[src/rtl/encrypt_stream_if.sv]
// Handshake bundle for encrypt_stream: message control, operand beat channel and row-result channel.
// master drives stimulus and consumes results; slave is the accumulator side.
interface encrypt_stream_if #(
   parameter int PLAINTEXT_WIDTH  = 6,
   parameter int CIPHERTEXT_WIDTH = 32,
   parameter int DIM_WIDTH        = 7,
   parameter int LANES            = 4
);
   logic                              start;
   logic [PLAINTEXT_WIDTH-1:0]        plaintext;
   logic                              in_valid;
   logic                              in_ready;
   logic [DIM_WIDTH:0]                in_row;
   logic                              in_last;
   logic [LANES-1:0]                  lane_mask;
   logic [LANES*CIPHERTEXT_WIDTH-1:0] op1;
   logic [LANES*CIPHERTEXT_WIDTH-1:0] op2;
   logic                              out_valid;
   logic                              out_ready;
   logic [CIPHERTEXT_WIDTH-1:0]       out_data;
   logic [DIM_WIDTH:0]                out_row;
   logic                              out_last;
   logic                              busy;
   logic                              err;

   modport master (
      output start, plaintext, in_valid, in_row, in_last, lane_mask, op1, op2, out_ready,
      input  in_ready, out_valid, out_data, out_row, out_last, busy, err
   );

   modport slave (
      input  start, plaintext, in_valid, in_row, in_last, lane_mask, op1, op2, out_ready,
      output in_ready, out_valid, out_data, out_row, out_last, busy, err
   );
endinterface

[src/rtl/encrypt_stream.sv]
// Streaming multi-lane LWE row accumulator: reduces lane beats mod q per row, adds delta*m into the b-row.
// Optional protocol/operand checking is enabled by defining ENCRYPT_STREAM_CHECK_EN.
module encrypt_stream #(
   parameter int PLAINTEXT_WIDTH    = 6,
   parameter int CIPHERTEXT_MODULUS = 1024,
   parameter int CIPHERTEXT_WIDTH   = 32,
   parameter int DIMENSION          = 128,
   parameter int DIM_WIDTH          = 7,
   parameter int LANES              = 4
) (
   input logic             clk,
   input logic             rst_n,
   encrypt_stream_if.slave bus
);
   localparam int CW = CIPHERTEXT_WIDTH;
   localparam int RW = DIM_WIDTH + 1;
   localparam logic [CW:0]   Q_EXT = (CW+1)'(CIPHERTEXT_MODULUS);
   localparam logic [CW-1:0] DELTA = CW'(CIPHERTEXT_MODULUS >> PLAINTEXT_WIDTH);
   localparam logic [RW-1:0] B_ROW = RW'(DIMENSION);

   typedef enum logic [1:0] {
      ST_IDLE  = 2'd0,
      ST_ACCUM = 2'd1,
      ST_FLUSH = 2'd2
   } state_t;

   state_t        state_r;
   logic [CW-1:0] acc_r;
   logic [CW-1:0] delta_m_r;
   logic [RW-1:0] cur_row_r;
   logic          first_r;
   logic          out_valid_r;
   logic [CW-1:0] out_data_r;
   logic [RW-1:0] out_row_r;
   logic          out_last_r;
   logic          err_r;

   logic          in_ready_s;
   logic          accept_s;
   logic          same_row_s;
   logic          drop_s;
   logic [CW-1:0] beat_sum_s;
   logic [CW-1:0] merged_s;
   logic [CW-1:0] close_val_s;
   logic [CW-1:0] last_val_s;

   // Both inputs are below q, so one conditional subtract keeps the result below q.
   function automatic logic [CW-1:0] madd(input logic [CW-1:0] a, input logic [CW-1:0] b);
      logic [CW:0] sum;
      sum = {1'b0, a} + {1'b0, b};
      return (sum >= Q_EXT) ? CW'(sum - Q_EXT) : sum[CW-1:0];
   endfunction

   function automatic logic [CW-1:0] lane_sum(input logic [LANES-1:0]    mask,
                                              input logic [LANES*CW-1:0] a,
                                              input logic [LANES*CW-1:0] b);
      logic [CW-1:0] s;
      s = '0;
      for (int i = 0; i < LANES; i++) begin
         s = mask[i] ? madd(madd(s, a[i*CW +: CW]), b[i*CW +: CW]) : s;
      end
      return s;
   endfunction

   function automatic logic [CW-1:0] row_bias(input logic [RW-1:0] row, input logic [CW-1:0] dm);
      return (row == B_ROW) ? dm : '0;
   endfunction

`ifdef ENCRYPT_STREAM_CHECK_EN
   function automatic logic operand_bad(input logic [LANES-1:0]    mask,
                                        input logic [LANES*CW-1:0] a,
                                        input logic [LANES*CW-1:0] b);
      logic bad;
      bad = 1'b0;
      for (int i = 0; i < LANES; i++) begin
         bad = bad | (mask[i] & (({1'b0, a[i*CW +: CW]} >= Q_EXT) |
                                 ({1'b0, b[i*CW +: CW]} >= Q_EXT)));
      end
      return bad;
   endfunction

   // The first beat of a message may open on any legal row; ordering is enforced afterwards.
   function automatic logic row_bad(input logic [RW-1:0] row, input logic [RW-1:0] cur, input logic first);
      logic order_bad;
      order_bad = (row < cur) || ({1'b0, row} > ({1'b0, cur} + (RW+1)'(1)));
      return (row > B_ROW) || (!first && order_bad);
   endfunction
`endif

   // Beat reduction, handshake qualification and the candidate value for each way a row closes
   always_comb begin
      beat_sum_s  = lane_sum(bus.lane_mask, bus.op1, bus.op2);
      merged_s    = madd(acc_r, beat_sum_s);
      close_val_s = madd(acc_r, row_bias(cur_row_r, delta_m_r));
      last_val_s  = madd(merged_s, row_bias(bus.in_row, delta_m_r));
      in_ready_s  = (state_r == ST_ACCUM) && (!out_valid_r || bus.out_ready);
      accept_s    = bus.in_valid && in_ready_s;
      same_row_s  = first_r || (bus.in_row == cur_row_r);
`ifdef ENCRYPT_STREAM_CHECK_EN
      drop_s      = operand_bad(bus.lane_mask, bus.op1, bus.op2) ||
                    row_bad(bus.in_row, cur_row_r, first_r);
`else
      drop_s      = 1'b0;
`endif
   end

   // Message sequencing, row accumulation and the single-entry result register
   always_ff @(posedge clk) begin
      if (!rst_n) begin
         state_r     <= ST_IDLE;
         acc_r       <= '0;
         delta_m_r   <= '0;
         cur_row_r   <= '0;
         first_r     <= 1'b0;
         out_valid_r <= 1'b0;
         out_data_r  <= '0;
         out_row_r   <= '0;
         out_last_r  <= 1'b0;
         err_r       <= 1'b0;
      end else begin
         if (out_valid_r && bus.out_ready) begin
            out_valid_r <= 1'b0;
         end
         case (state_r)
            ST_IDLE: begin
               if (bus.start) begin
                  state_r   <= ST_ACCUM;
                  delta_m_r <= DELTA * CW'(bus.plaintext);
                  acc_r     <= '0;
                  cur_row_r <= '0;
                  first_r   <= 1'b1;
                  err_r     <= 1'b0;
               end
            end
            ST_ACCUM: begin
               if (accept_s) begin
                  if (drop_s) begin
                     err_r <= 1'b1;
                     if (bus.in_last) begin
                        out_valid_r <= 1'b1;
                        out_data_r  <= close_val_s;
                        out_row_r   <= cur_row_r;
                        out_last_r  <= 1'b1;
                        state_r     <= ST_IDLE;
                     end
                  end else if (same_row_s) begin
                     acc_r     <= merged_s;
                     cur_row_r <= bus.in_row;
                     first_r   <= 1'b0;
                     if (bus.in_last) begin
                        out_valid_r <= 1'b1;
                        out_data_r  <= last_val_s;
                        out_row_r   <= bus.in_row;
                        out_last_r  <= 1'b1;
                        state_r     <= ST_IDLE;
                     end
                  end else begin
                     // Row boundary: publish the finished row, open the new one with this beat.
                     out_valid_r <= 1'b1;
                     out_data_r  <= close_val_s;
                     out_row_r   <= cur_row_r;
                     out_last_r  <= 1'b0;
                     acc_r       <= beat_sum_s;
                     cur_row_r   <= bus.in_row;
                     if (bus.in_last) begin
                        state_r <= ST_FLUSH;
                     end
                  end
               end
            end
            ST_FLUSH: begin
               if (!out_valid_r || bus.out_ready) begin
                  out_valid_r <= 1'b1;
                  out_data_r  <= close_val_s;
                  out_row_r   <= cur_row_r;
                  out_last_r  <= 1'b1;
                  state_r     <= ST_IDLE;
               end
            end
            default: begin
               state_r <= ST_IDLE;
            end
         endcase
      end
   end

   assign bus.in_ready  = in_ready_s;
   assign bus.out_valid = out_valid_r;
   assign bus.out_data  = out_data_r;
   assign bus.out_row   = out_row_r;
   assign bus.out_last  = out_last_r;
   assign bus.busy      = (state_r != ST_IDLE);
   assign bus.err       = err_r;
endmodule
[src/flat_wrapper.sv]
// flat-port wrapper written by rule: the top's interface ports become plain ports
module encrypt_stream_flat 
#(
   parameter int PLAINTEXT_WIDTH    = 6,
   parameter int CIPHERTEXT_MODULUS = 1024,
   parameter int CIPHERTEXT_WIDTH   = 32,
   parameter int DIMENSION          = 128,
   parameter int DIM_WIDTH          = 7,
   parameter int LANES              = 4
)
  (clk, rst_n, bus_start, bus_plaintext, bus_in_valid, bus_in_row, bus_in_last, bus_lane_mask, bus_op1, bus_op2, bus_out_ready, bus_in_ready, bus_out_valid, bus_out_data, bus_out_row, bus_out_last, bus_busy, bus_err);
  encrypt_stream_if #(.PLAINTEXT_WIDTH(PLAINTEXT_WIDTH), .CIPHERTEXT_WIDTH(CIPHERTEXT_WIDTH), .DIM_WIDTH(DIM_WIDTH), .LANES(LANES)) bus_i ();
  input logic clk;
  input logic rst_n;
  input wire logic [$bits(bus_i.start)-1:0] bus_start;
  input wire logic [$bits(bus_i.plaintext)-1:0] bus_plaintext;
  input wire logic [$bits(bus_i.in_valid)-1:0] bus_in_valid;
  input wire logic [$bits(bus_i.in_row)-1:0] bus_in_row;
  input wire logic [$bits(bus_i.in_last)-1:0] bus_in_last;
  input wire logic [$bits(bus_i.lane_mask)-1:0] bus_lane_mask;
  input wire logic [$bits(bus_i.op1)-1:0] bus_op1;
  input wire logic [$bits(bus_i.op2)-1:0] bus_op2;
  input wire logic [$bits(bus_i.out_ready)-1:0] bus_out_ready;
  output wire logic [$bits(bus_i.in_ready)-1:0] bus_in_ready;
  output wire logic [$bits(bus_i.out_valid)-1:0] bus_out_valid;
  output wire logic [$bits(bus_i.out_data)-1:0] bus_out_data;
  output wire logic [$bits(bus_i.out_row)-1:0] bus_out_row;
  output wire logic [$bits(bus_i.out_last)-1:0] bus_out_last;
  output wire logic [$bits(bus_i.busy)-1:0] bus_busy;
  output wire logic [$bits(bus_i.err)-1:0] bus_err;
  assign bus_i.start = bus_start;
  assign bus_i.plaintext = bus_plaintext;
  assign bus_i.in_valid = bus_in_valid;
  assign bus_i.in_row = bus_in_row;
  assign bus_i.in_last = bus_in_last;
  assign bus_i.lane_mask = bus_lane_mask;
  assign bus_i.op1 = bus_op1;
  assign bus_i.op2 = bus_op2;
  assign bus_i.out_ready = bus_out_ready;
  assign bus_in_ready = bus_i.in_ready;
  assign bus_out_valid = bus_i.out_valid;
  assign bus_out_data = bus_i.out_data;
  assign bus_out_row = bus_i.out_row;
  assign bus_out_last = bus_i.out_last;
  assign bus_busy = bus_i.busy;
  assign bus_err = bus_i.err;
  encrypt_stream #(.PLAINTEXT_WIDTH(PLAINTEXT_WIDTH), .CIPHERTEXT_MODULUS(CIPHERTEXT_MODULUS), .CIPHERTEXT_WIDTH(CIPHERTEXT_WIDTH), .DIMENSION(DIMENSION), .DIM_WIDTH(DIM_WIDTH), .LANES(LANES)) u_core (.clk(clk), .rst_n(rst_n), .bus(bus_i));
endmodule
[config.mk]
export PLATFORM = sky130hd
export DESIGN_NAME = encrypt_stream_flat
export DESIGN_NICKNAME = d
export VERILOG_FILES = /design/src/rtl/encrypt_stream_if.sv /design/src/rtl/encrypt_stream.sv /design/src/flat_wrapper.sv
export SDC_FILE = /design/constraint.sdc
export NUM_CORES = 1
export LEC_CHECK = 0
export CORE_MARGIN = 5
export CORE_UTILIZATION = 60
export CTS_BUF_LIST = sky130_fd_sc_hd__clkbuf_4
export DETAILED_ROUTE_END_ITERATION = 8
export PLACE_DENSITY = 0.85
export SYNTH_ARGS = -nofsm -noshare
export SYNTH_HDL_FRONTEND = slang
export SYNTH_SLANG_ARGS = --single-unit
[constraint.sdc]
create_clock -name clk -period 99.9 [get_ports clk]
set_input_delay 9.99 -clock clk [delete_from_list [all_inputs] [get_ports clk]]
set_output_delay 9.99 -clock clk [all_outputs]
set_load 0.1 [all_outputs]
=== After elaboration in Yosys (flattened, before gate mapping) ===
Index checks and enable logic that the tools add are counted.

* Add/subtract/negate cells: 21
* Magnitude comparators: 11
* Equal/unequal tests: 11
* Mux-type cells: 56
* Reduce and logical (&&, ||, !) cells: 15

{| class="wikitable"
|+ Operator list
! operator !! number
|-
| 32-bit 2-to-1 mux || 22
|-
| 32-bit by 11-bit subtractor with 32-bit output (second input constant) || 11
|-
| 33-bit by 11-bit >= comparator with 1-bit output (second input constant) || 10
|-
| 32-bit by 32-bit adder with 33-bit output || 8
|-
| 32-bit one-hot mux with 2 select lines || 2
|-
| 32-bit by 10-bit adder with 33-bit output || 2
|-
| 8-bit 2-to-1 mux || 6
|-
| 32-bit by 11-bit >= comparator with 1-bit output (second input constant) || 1
|-
| 8-bit one-hot mux with 2 select lines || 2
|-
| 10-bit 2-to-1 mux || 2
|-
| 8-bit == test (second input constant) || 2
|-
| 1-bit 2-to-1 mux || 12
|-
| 2-bit 2-to-1 mux || 6
|-
| 4-bit AND reduction || 3
|-
| 8-bit == test || 1
|-
| 2-bit by 1-bit inequality test with 1-bit output (second input constant) || 3
|-
| 1-bit one-hot mux with 2 select lines || 3
|-
| 2-bit one-hot mux with 3 select lines || 1
|-
| 2-bit nonzero test || 3
|-
| 2-bit inequality test (second input constant) || 2
|-
| 1-bit logical AND || 3
|-
| 3-bit inequality test (second input constant) || 1
|-
| 3-bit AND reduction || 1
|-
| 2-bit by 1-bit == test with 1-bit output (second input constant) || 1
|-
| 5 further kinds || 6
|}

* Flip-flop bits (word level): 91
* Input port bits: 280

=== Logic depth before layout (Yosys ltp) ===
* Depth after elaboration: 37
* Depth in mapped cells: 171
* Depth with buffers taken out: 156

=== Worst setup path after synthesis ===
No wires, ideal clock.

* Kind: input to register
* From: in bus_op1[18]
* To: reg u_core.out_data_r[29], in the netlist u_core.bus.out_data[29]
* Library setup time: 0.124 ns
* Arrival: 44.096 ns
* Slack: 55.681 ns
* Stages: 151
* Path buffers: 16
* Cell sequence: nor3_1 nand2b_1 nor4_1 nand2b_1 nor3_1 nand3_1 or3_1 nor2_1 mux2i_1 ha_1 clkbuf_1 nand2_1 nor2_1 and3_1 nand2_1 o31ai_1 nor2_1 xnor2_1 (+115 left out) a21o_1 o21bai_1 nor2b_1 or3_1 or4_1 a31oi_1 nor4b_2 or3b_4 o31ai_2 nor2_1 xnor2_1 or4_1 a31o_2 nor4_4 nor2b_2 mux2i_1 and3_1 nor3_1

* Cells in the longest elaborated chain, start to end: 37
* Elaborated cells on any way between the ends: 47

{| class="wikitable"
|+ Ends and longest elaborated chain
! item !! line !! RTL
|-
| start, declared || flat_wrapper.sv:21 || <nowiki>input wire logic [$bits(bus_i.op1)-1:0] bus_op1;</nowiki>
|-
| 32-bit by 11-bit subtractor with 32-bit output / 32-bit by 11-bit >= comparator with 1-bit output (equally long branches) || encrypt_stream.sv:51 || <nowiki>return (sum >= Q_EXT) ? CW'(sum - Q_EXT) : sum[CW-1:0];</nowiki>
|-
| 32-bit 2-to-1 mux * || encrypt_stream.sv:51 ||
|-
| 32-bit by 32-bit adder with 33-bit output * || encrypt_stream.sv:50 || <nowiki>sum = {1'b0, a} + {1'b0, b};</nowiki>
|-
| 32-bit by 11-bit subtractor with 32-bit output / 33-bit by 11-bit >= comparator with 1-bit output (equally long branches) || encrypt_stream.sv:51 ||
|-
| 32-bit 2-to-1 mux * || encrypt_stream.sv:51 ||
|-
| 32-bit 2-to-1 mux * || encrypt_stream.sv:60 || <nowiki>s = mask[i] ? madd(madd(s, a[i*CW +: CW]), b[i*CW +: CW]) : s;</nowiki>
|-
| 32-bit by 32-bit adder with 33-bit output || encrypt_stream.sv:50 ||
|-
| 32-bit by 11-bit subtractor with 32-bit output / 33-bit by 11-bit >= comparator with 1-bit output (equally long branches) || encrypt_stream.sv:51 ||
|-
| (+21 left out) || -- ||
|-
| 32-bit 2-to-1 mux * || encrypt_stream.sv:51 ||
|-
| 32-bit by 10-bit adder with 33-bit output * || encrypt_stream.sv:50 ||
|-
| 32-bit by 11-bit subtractor with 32-bit output / 33-bit by 11-bit >= comparator with 1-bit output (equally long branches) || encrypt_stream.sv:51 ||
|-
| 32-bit 2-to-1 mux * || encrypt_stream.sv:51 ||
|-
| 32-bit 2-to-1 mux * || encrypt_stream.sv:150 || <nowiki>if (bus.in_last) begin</nowiki>
|-
| 32-bit 2-to-1 mux * || encrypt_stream.sv:146 || <nowiki>end else if (same_row_s) begin</nowiki>
|-
| 32-bit 2-to-1 mux * || encrypt_stream.sv:136 || <nowiki>if (accept_s) begin</nowiki>
|-
| 32-bit one-hot mux with 2 select lines * || encrypt_stream.sv:124 || <nowiki>case (state_r)</nowiki>
|-
| end signal, assigned || encrypt_stream.sv:141 || <nowiki>out_data_r <= close_val_s;</nowiki>
|-
| end signal, assigned || encrypt_stream.sv:152 || <nowiki>out_data_r <= last_val_s;</nowiki>
|-
| end signal, assigned || encrypt_stream.sv:160 || <nowiki>out_data_r <= close_val_s;</nowiki>
|-
| end, declared || encrypt_stream.sv:33 || <nowiki>logic [CW-1:0] out_data_r;</nowiki>
|}

Mark *: on every way between the ends. The rest lies on a longest branch, timed or not. The select of a mux whose other input is x is not followed.
A chain may end at the register's enable or synchronous reset.

=== Final worst setup path ===
* From: in bus_op1[15]
* To: reg u_core.out_data_r[26], in the netlist u_core.bus.out_data[26]

The elaborated chain is that of the path after synthesis.

==> run metrics <==
RR Startpoint=u_core.acc_r[7]$_SDFFE_PN0P_; FP Rows=78; top cells by count, synth=351 x nor2_1, 328 x nand2_1, 300 x ha_1; Syn. warnings=0; clock root cell=clkbuf_4; CTS Buffer Depth=2; Synth area leader=ha_1; Final setup viols=0; hold_ws=0.470 ns; status=finished, final reports clean; initial antenna violation count=16; Hold Crit Class=flop to flop; via count=31200; io pins=325; filler cell count=4087; layout net count=4682; Final Cycle Share=51.7%; drt drc=0; CP Launch Type=input port; Post-Syn Area per Cell=6.96 sq um; Post-synth EDFFs=0; vias per cell=6.63; Mapped Area=0.0271 sq mm; hold path start=u_core.bus.out_data[19]$_SDFFE_PN0P_; Max Freq=19.4 MHz; worst path required time=100.31 ns; Post-Route WL=101 mm; starting density of the core=60.1%; Crit-path slowest cell=or4b_2; top-count cell post-synth=nor2_1; kind of critical path=input port to flop; Pre-antenna DRT Iters=6; worst-path fanout max=22; vias in the first global route=28200; width of the die=223 microns; global-route wire length before repair=154 mm; CTS H-Tree Depth=3; crit path launch=bus_op1[15]; Cell variety after synth=106; Setup Total Neg Slack=0 ns; Gates resized, CTS repair=0; clk sinks=91; Place WS=49.13 ns; endpoints failing hold=0; antenna-violating nets left=0; gr ovfl total=0; GRT Resource Usage Total=37.9%; crit-path max cell delay=0.89 ns; Worst EP arrival=52.04 ns; clk_lat worst skew=0.56 ns; worst setup margin=48.27 ns; Clock transition at path regs=0.15 ns; GR Util met3=7.95%; top post-synthesis cells by area=ha_1 14%, xnor2_1 7.6%, dfxtp_1 6.7%; GR Util met1=53.1%; worst rel slew slack=29.9%; clk_skew=0.0400 ns; post-synthesis register bit count=91; Final Wtd Congestion=1.04; Die Ht=223 microns; Max-Cap Viols=0; worst-margin pin slew=1.05 ns; CTS Buf Count=9; CP endpoint kind=flop; Port Buffers=323; gr busiest metal=met2; post-synthesis sequential area ratio=6.72%; Routed wire per std cell=21.4 microns; GRT met2 Usage=58.4%; Area Overhead vs Synth=13.6%; First DRT Iteration DRCs=3815; full die area=0.0496 sq mm; Synth Instances=3899; largest net degree at the start of global routing=53; predominant post-synthesis flop cell=dfxtp_1; hold_buf cts=0; layout cell share with drive strength beyond 1=4.47%; RSZ-0062 raised after global routing=no; core area=0.0451 sq mm; HPWL after DPL=84.5 mm; CTS tree=yes; synthesized net count=4489; Max Slew Vio Count=0; fin crit period=51.63 ns; Yosys top cell area share=13.8%; # Post-CTS Setup Buffers=0; Synth async-reset ratio=0%
[worst max-delay path: cells and delay by family]
| family | cells | cell delay (ns) |
|---|---|---|
| muxes | 3 | 0.87 |
| and+or+nand+nor | 62 | 21.25 |
| buffers and inverters | 5 | 1.04 |
| AOI/OAI and AO/OA | 46 | 13.96 |
| xor gates and xnor gates | 10 | 1.74 |
| adders and majority gates | 9 | 3.10 |
[routing by layer]
metal	share of wire, %	wire length, microns
met1	43	42900
met3	11	11200
met4	3.3	3360
met5	0.013	13
met2	43	43100
[placed cells by master (no fill, tap or decap), types with 136 or more instances in the layout]
| cell | count |
|---|---|
| clkdlybuf4s50_1 | 323 |
| inv_1 | 155 |
| nor2_1 | 350 |
| xor2_1 | 163 |
| xnor2_1 | 235 |
| a21oi_1 | 285 |
| ha_1 | 300 |
| nand3_1 | 170 |
| o21ai_0 | 205 |
| a21o_1 | 142 |
| nor3_1 | 136 |
| nand2_1 | 328 |
[final cells by class]
class	count	area, sq um	share of cell area (%)
multi-input cells	3490	24100	78.3
repair buffers	340	3360	10.9
flip-flops and latches	91	1820	5.91
well taps	600	751	2.44
inverters	160	601	1.95
clock buffers	9	67.6	0.219
clock inverters	7	62.6	0.203
diodes	14	35.0	0.114
[metrics by stage]
stage | instance area (sq um) | util (%) | instances
CTS | 30800 | 68.3 | 4697
finish | 30800 | 68.3 | 4711
global route | 30800 | 68.3 | 4710
global placement | 30600 | 68.0 | 4681
floorplan | 27100 | - | 3899
detailed placement | 30600 | 68.0 | 4681
[sequential cells by signal, summed over array words and instances (netlist names)]
name	flops
u_core.bus.out_last	1
u_core.first_r	1
u_core.delta_m_r	6
u_core.bus.out_row	8
u_core.bus.out_valid	1
u_core.state_r	2
u_core.cur_row_r	8
u_core.bus.out_data	32
u_core.acc_r	32
[worst paths after layout]
check                                                             to  slack, ns  cells past startpoint
worst max-delay path            u_core.bus.out_data[26]$_SDFFE_PN0P_      48.27                    135
worst max register to register  u_core.bus.out_data[26]$_SDFFE_PN0P_      92.15                     25
worst min register to register  u_core.bus.out_data[19]$_SDFFE_PN0P_       0.47                      2
worst min-delay path            u_core.bus.out_data[19]$_SDFFE_PN0P_       0.47                      2
[cells by family after synthesis]
kind of cell | Yosys count | synth area share (%)
AND/OR/NAND/NOR | 1534 | 29.0
AO/OA/AOI/OAI | 1148 | 28.3
XOR/XNOR | 400 | 13.0
buffers and inverters | 318 | 4.44
adder cells (fa/ha/maj) | 310 | 14.6
multiplexers | 97 | 3.89
flip-flops | 91 | 6.72
other | 1 | 0.0138
Power is left out: the tool's default activity adds up to more than one toggle a clock period on the data nets, which glitch-free logic cannot reach.
